--- config.mk ---
export PLATFORM = sky130hd
export DESIGN_NAME = adc_frame_capture_ctrl
export DESIGN_NICKNAME = d
export VERILOG_FILES = /design/src/rtl/adc_frame_capture_ctrl.sv
export SDC_FILE = /design/constraint.sdc
export NUM_CORES = 1
export LEC_CHECK = 0
export ABC_AREA = 1
export ABC_CLOCK_PERIOD_IN_PS = 2200
export CAP_MARGIN = 20
export CELL_PAD_IN_SITES_DETAIL_PLACEMENT = 2
export CELL_PAD_IN_SITES_GLOBAL_PLACEMENT = 2
export CORE_ASPECT_RATIO = 1.75
export CORE_MARGIN = 2
export CORE_UTILIZATION = 36
export CTS_CLUSTER_DIAMETER = 120
export DETAILED_ROUTE_END_ITERATION = 16
export PLACE_DENSITY = 0.75
export SYNTH_ARGS = -nofsm -noshare
export SYNTH_HDL_FRONTEND = slang
export SYNTH_SLANG_ARGS = --single-unit
--- constraint.sdc ---
create_clock -name clk -period 2.2 [get_ports clk]
set_input_delay 0.22 -clock clk [delete_from_list [all_inputs] [get_ports clk]]
set_output_delay 0.22 -clock clk [all_outputs]
set_load 0.02 [all_outputs]
--- src/rtl/adc_frame_capture_ctrl.sv ---
// ADS131M08 frame sequencer: one SPI word-level frame read per DRDY fall,
// packed frame out over valid/ready, with overrun and delivery counters.
module adc_frame_capture_ctrl #(
    parameter int WORDS_PER_FRAME = 10,
    parameter int CS_SETUP_CYCLES = 2,
    parameter int CS_HOLD_CYCLES  = 2,
    parameter int CNT_W           = 16
) (
    input  logic                          clk,
    input  logic                          rst_n,
    input  logic                          enable,
    input  logic                          drdy_n,
    output logic                          cs_n,
    output logic                          word_req,
    input  logic                          word_valid,
    input  logic [31:0]                   word_data,
    output logic                          frame_valid,
    input  logic                          frame_ready,
    output logic [32*WORDS_PER_FRAME-1:0] frame_words_packed,
    output logic                          busy,
    output logic [CNT_W-1:0]              overrun_count,
    output logic [CNT_W-1:0]              frame_count
);

    localparam int IW = $clog2(WORDS_PER_FRAME);
    localparam int FW = 32 * WORDS_PER_FRAME;
    localparam logic [IW-1:0] LAST     = IW'(WORDS_PER_FRAME - 1);
    localparam logic [3:0]    SETUP_LD = 4'(CS_SETUP_CYCLES - 1);
    localparam logic [3:0]    HOLD_LD  = 4'(CS_HOLD_CYCLES - 1);

    if (WORDS_PER_FRAME < 9 || CS_SETUP_CYCLES < 1 || CS_SETUP_CYCLES > 15 ||
        CS_HOLD_CYCLES < 1 || CS_HOLD_CYCLES > 15) begin : g_bad_param
        $fatal(1, "adc_frame_capture_ctrl: illegal parameter value");
    end

    typedef enum logic [2:0] {
        IDLE, SETUP, REQ, WAIT, HOLD, DONE
    } state_t;

    state_t         state, state_nxt;
    logic [3:0]     cnt, cnt_nxt;
    logic [IW-1:0]  idx, idx_nxt;
    logic           sync1, sync2, sync3, drdy_evt;
    logic           store, load, drop, slot_free, ov_inc;
    logic [31:0]    shadow [WORDS_PER_FRAME];
    logic [FW-1:0]  shadow_flat;

    // sync3 is the edge-detect history; drdy_evt is registered so cs_n falls at k+3
    always_ff @(posedge clk or negedge rst_n) begin
        if (!rst_n) begin
            sync1    <= 1'b1;
            sync2    <= 1'b1;
            sync3    <= 1'b1;
            drdy_evt <= 1'b0;
        end else begin
            sync1    <= drdy_n;
            sync2    <= sync1;
            sync3    <= sync2;
            drdy_evt <= sync3 & ~sync2;
        end
    end

    assign slot_free = !frame_valid || frame_ready;

    always_comb begin
        state_nxt = state;
        cnt_nxt   = cnt;
        idx_nxt   = idx;
        store     = 1'b0;
        load      = 1'b0;
        drop      = 1'b0;
        unique case (state)
            IDLE: begin
                if (drdy_evt && enable) begin
                    state_nxt = SETUP;
                    cnt_nxt   = SETUP_LD;
                end
            end
            SETUP: begin
                if (cnt == 4'd0) begin
                    state_nxt = REQ;
                    idx_nxt   = '0;
                end else begin
                    cnt_nxt = cnt - 4'd1;
                end
            end
            REQ: state_nxt = WAIT;
            WAIT: begin
                if (word_valid) begin
                    store = 1'b1;
                    if (idx == LAST) begin
                        state_nxt = HOLD;
                        cnt_nxt   = HOLD_LD;
                    end else begin
                        idx_nxt   = idx + 1'b1;
                        state_nxt = REQ;
                    end
                end
            end
            HOLD: begin
                if (cnt == 4'd0) state_nxt = DONE;
                else             cnt_nxt   = cnt - 4'd1;
            end
            DONE: begin
                state_nxt = IDLE;
                load      = slot_free;
                drop      = !slot_free;
            end
            default: state_nxt = IDLE;
        endcase
    end

    // Pin outputs are registered from the next state to keep cs_n glitch-free
    always_ff @(posedge clk or negedge rst_n) begin
        if (!rst_n) begin
            state    <= IDLE;
            cnt      <= '0;
            idx      <= '0;
            cs_n     <= 1'b1;
            word_req <= 1'b0;
            busy     <= 1'b0;
        end else begin
            state    <= state_nxt;
            cnt      <= cnt_nxt;
            idx      <= idx_nxt;
            cs_n     <= (state_nxt == IDLE) || (state_nxt == DONE);
            word_req <= (state_nxt == REQ);
            busy     <= (state_nxt != IDLE);
        end
    end

    always_ff @(posedge clk or negedge rst_n) begin
        if (!rst_n) begin
            for (int i = 0; i < WORDS_PER_FRAME; i++) shadow[i] <= '0;
        end else if (store) begin
            shadow[idx] <= word_data;
        end
    end

    always_comb begin
        shadow_flat = '0;
        for (int i = 0; i < WORDS_PER_FRAME; i++)
            shadow_flat[32*i +: 32] = shadow[i];
    end

    always_ff @(posedge clk or negedge rst_n) begin
        if (!rst_n) begin
            frame_valid        <= 1'b0;
            frame_words_packed <= '0;
        end else if (load) begin
            frame_valid        <= 1'b1;
            frame_words_packed <= shadow_flat;
        end else if (frame_ready) begin
            frame_valid <= 1'b0;
        end
    end

    // A DRDY hit while busy and a DONE drop in one cycle are one lost sample
    assign ov_inc = (drdy_evt && state != IDLE) || drop;

    always_ff @(posedge clk or negedge rst_n) begin
        if (!rst_n) begin
            overrun_count <= '0;
            frame_count   <= '0;
        end else begin
            if (ov_inc && !(&overrun_count))
                overrun_count <= overrun_count + CNT_W'(1);
            if (frame_valid && frame_ready)
                frame_count <= frame_count + CNT_W'(1);
        end
    end

endmodule
---- Word level (Yosys, flattened, before mapping) ----
Cells that the tools add are included.
storage, ports and cells
  register bits after elaboration ......... 691
  input port bits ......................... 38
  output and inout bits ................... 356
  logic and storage cells ................. 94
operators by class
  add/sub/neg operators ................... 4
  order comparisons ....................... 2
  equal/unequal tests ..................... 14
  mux-type cells .......................... 24
  bitwise gates (word level) .............. 3
  reductions and logical operators ........ 23
operators with widths
  operator               count
  $bwmux 320             1
  $demux 32 s4           1
  $add 16x1->16 const B  2
  $mux 32                1
  $mux 4                 7
  $reduce_and 16->1      1
  $mux 3                 5
  $pmux 3 s5             1
  $ne 2x2->1 const B     6
  $pmux 4 s3             1
  $eq 3x2->1 const B     3
  $eq 3x3->1 const B     3
  $reduce_bool 3->1      3
  $pmux 4 s2             1
  $logic_not 3->1        2
  $mux 1                 6
  $ge 5x5->1 const B     1
  $logic_and 1x1->1      5
  $lt 5x1->1 const B     1
  $not 4->5              1
  $reduce_and 5->1       1
  $add 4x1->4 const B    1
  $eq 4x4->1 const B     1
  $logic_not 4->1        1
  9 further kinds        14

---- Longest topological paths before layout ----
  depth after elaboration ................. 6
  gate-level depth with buffers ........... 10

---- Worst setup path after synthesis ----
Ideal clock, no wire load.
  path type ............................... flip-flop to flip-flop
  from .................................... register overrun_count[0]
  to ...................................... register overrun_count[12]
  library setup time ...................... 65 ps
  arrival time ............................ 1,676 ps
  required time ........................... 2,135 ps
  setup slack ............................. 459 ps
  stages on the path, launching flop included .. 9
  clock period less this slack ............ 1,741 ps
  path through ............................ dfrtp_1 -> ha_1 -> inv_1 -> nor2_1 -> nand2_1 -> o21ai_2 -> buf_4 -> nand2_1 -> nand2_1
on the way
  word-level cells in the longest chain between the ends .. 3
  elaborated cells between the ends (all ways) .. 4
  those cells by class .................... add/sub (1); reduce/logical (3)
RTL lines
  what                                                   RTL line  text
  start: declaration                                     21        output logic [CNT_W-1:0] overrun_count,
  start signal: assignment                               167       overrun_count <= overrun_count + CNT_W'(1);
  branches (longest 3 deep; another with $add 16x1->16)  --
Several ways; the timed one is not identified.
A chain may end at the register's enable or synchronous reset.

---- Final worst setup path ----
  from .................................... register cs_n
  to ...................................... output port cs_n
RTL lines
  what                      RTL line  text
  start: declaration        13        output logic cs_n,
  start signal: assignment  126       cs_n <= (state_nxt == IDLE) || (state_nxt == DONE);
No word-level cell between the ends.

==> impl_metrics.csv <==
group,metric,value,unit
logic_synthesis,yosysTopAreaCell,"dfrtp_1",
finish,syn2layout_area_growth,29.05,%
logic_synthesis,syn-num-nets,2167,
sta,timing.final.crit_share,0.9169,
detailed_routing,route.detailed.drc,0,
floorplanning,initial_core_util,0.3638,
placed_design,place_inst,3429,
placed_design,gp_congestion,0.8264,
worst_setup_path,startpoint_type,"register",
worst_setup_path,cp-end-kind,"output port",
power,p_per_area,925.5,nW/um^2
clock_network,cts_resized,0,
worst_setup_path,arrival,1.80,ns
placed_design,hpwl,60.14,mm
floorplanning,die_w,209.0,um
floorplanning,dieArea,75810,um^2
logic_synthesis,post-synth-top-count-cell,"dfrtp_1",
sta,worst_pin_slew,0.7838,ns
clock_network,path_clk_slew,0.06,ns
hold_path,min_to,"sync1$_DFF_PN1_",
worst_setup_path,reg2reg_slack,0.21,ns
worst_setup_path,reg2reg_depth,8,
detailed_routing,dr.pass1.iters,4,
floorplanning,rows,131,
grt,overflow,0,
sta,finalClockSkew,0.02289,ns
worst_setup_path,r2r_start,"state[2]$_DFF_PN0_",
clock_network,cts_tree,"done",
clock_network,clk_path_buf_depth,3,
clock_network,htree_levels,3,
worst_setup_path,path_class,"reg -> out",
floorplanning,core,72770,um^2
logic_synthesis,syn_inst,2122,
detailed_routing,postRouteWirelength,84.87,mm
sta,rsz0062_at_grt,"false",
hold_path,min_from,"drdy_n",
logic_synthesis,synth_area_leaders,"dfrtp_1, mux2_2, nand2_1",
clock_network,clock-sinks,691,
worst_setup_path,max_stage_delay,0.67,ns
worst_setup_path,critPathRequiredTime,1.98,ns
logic_synthesis,ys_warn_count,0,
detailed_routing,viasPerCell,5.064,
logic_synthesis,syn_area,26470,um^2
placed_design,io_buffer_count,393,
placed_design,place_area,31830,um^2
logic_synthesis,ys_ff_latch,691,
worst_setup_path,path_buf_inv,1,
finish,final_cells,3550,
detailed_routing,ant_nets,0,
finish,design_area,34160,um^2
sta,fmaxAchievable,0.4957,GHz
floorplanning,chipHeight,362.7,um
power,p_leak,16.46,nW
logic_synthesis,synth_top_cell_area_share,0.6494,
worst_setup_path,timing.rr.end,"shadow[80]$_DFFE_PN0P_",
run_status,status,"completed",
sta,hold_violations,0,
grt,grt_usage,0.2291,
logic_synthesis,ys.flop_type,"dfrtp_1",
grt,grt_pass1_vias,20780,
grt,grt_max_degree,109,
sta,min_period,2.017,ns
worst_setup_path,crit_family,"buffers and inverters",
logic_synthesis,synth_edf_count,0,
hold_path,holdCritPathClass,"in -> reg",
logic_synthesis,syn-mean-instance-area,12.48,um^2
detailed_routing,drtIter0Drc,620,
run,cap_viol_max_count,0,
worst_setup_path,cp_max_fo,1,
clock_network,clock-root-buffer,"clkbuf_16",
sta,timing.setup.tns,0,ns
sta,slew_headroom,0.4769,
sta,setup_slack,0.1827,ns
sta,setup_violations,0,
worst_setup_path,crit_path_top_delay_cell,"clkdlybuf4s50_1",
placed_design,place_ws,0.1212,ns
grt,grt_antenna_before_repair,1,
finish,drive_gt1_frac,0.1760,
finish,fin_nets,2614,
clock_network,clock_latency,0.60,ns
floorplanning,ios,394,
detailed_routing,wl_per_cell,23.91,um
logic_synthesis,ys_seq_area_frac,0.6534,
sta,slew_viol_final,0,
logic_synthesis,synth_cell_types,32,
detailed_routing,dr_total_vias,17980,
hold_path,min_delay_path_depth,1,
finish,diodes,0,
grt,grt_pass1_wl,131.2,mm
power,totalPowerFinal,0.03162,W
logic_synthesis,ys_async_sr_fraction,1.000,
clock_network,cts_inserted_buffers,68,
logic_synthesis,yosys-top-cells-count,"dfrtp_1, nand2_1, o21ai_1, mux2_2, mux2_1",
worst_setup_path,path_cells,"clkdlybuf4s50_1",
power,ir_worst_vdd,0.7158,mV
-- sequential cells by signal, indices dropped and copies added (netlist names) --
signal / cells
busy: 1
cnt: 4
cs_n: 1
drdy_evt: 1
frame_count: 16
frame_valid: 1
frame_words_packed: 320
idx: 4
overrun_count: 16
shadow: 320
state: 3
sync1: 1
sync2: 1
sync3: 1
word_req: 1
-- power by group --
part | switching [W] | internal (W) | total, W
Clock | 0.00510 | 0.00723 | 0.0123
Combinational | 0.00232 | 0.00141 | 0.00373
Sequential | 0.00111 | 0.0144 | 0.0155
Total | 0.00853 | 0.0231 | 0.0316
-- worst max path at each step --
stage	start	to	slack (ns)	cells past startpoint
5_1_grt	idx[1]$_DFFE_PN0P_	cnt[0]$_DFFE_PN0P_	0.02	7
3_3_place_gp	frame_ready	frame_words_packed[227]$_DFFE_PN0P_	0.18	6
4_1_cts	cs_n$_DFF_PN1_	cs_n	0.15	1
3_5_place_dp	word_valid	shadow[77]$_DFFE_PN0P_	0.12	8
6_report	cs_n$_DFF_PN1_	cs_n	0.18	1
2_1_floorplan	overrun_count[0]$_DFFE_PN0P_	overrun_count[12]$_DFFE_PN0P_	0.46	8
-- timing repair --
action,CTS,global route
hold buffers,1,0
endpoints found under the hold margin,219,0
setup buffers,0,0
-- metal layers --
metal,global-route usage,vias up,wire (um)
met5,0,-,0
met4,0.08179,0,2898
met3,0.04955,136,4287
met2,0.4337,418,46290
met1,0.2491,9459,31400
li1,-,7965,-
-- per-stage QoR --
step	utilization	hold WS, ns
after floorplan	-	-0.07559
after detailed placement	0.4374	0.1739
after global placement	0.4374	0.1705
final	0.4694	0.04629
after CTS	0.4694	0.001638
after global routing	0.4694	0.03385
-- logic make-up after synthesis --
group                    after synthesis  share of synthesized area
AO/OA/AOI/OAI                        343                    0.07052
AND/OR/NAND/NOR                      566                    0.08857
XOR/XNOR                              21                   0.006948
multiplexers                         320                     0.1361
flip-flops                           691                     0.6534
buffers and inverters                174                    0.04117
adder cells (fa/ha/maj)                7                   0.003308
-- area by class of cell --
class                      count  area, um^2
tap                          931        1165
clock buffer                  88        1877
fill                        7198       38610
multi-input combinational   1257        8105
inverter                      72       272.8
sequential                   691       17300
clock inverter                32       446.7
timing repair buffer         479        5000
-- cell usage in the layout, fill, tap and decap left out, drive strengths merged --
cell           instances
nand4                 13
ha                     7
nand3                 20
mux2                 320
nand2                473
clkinvlp               1
nor3                   1
inv                   77
or2                    1
buf                   86
dlygate4sd3            1
bufinv                10
clkbuf                88
nand3b                 2
xnor2                 14
dfstp                  4
nor2                  56
clkdlybuf4s50        392
a21oi                  4
xor2                   7
dfrtp                687
clkinv                16
o21ai                339
Note: power is estimated with default switching activity, not from simulation.
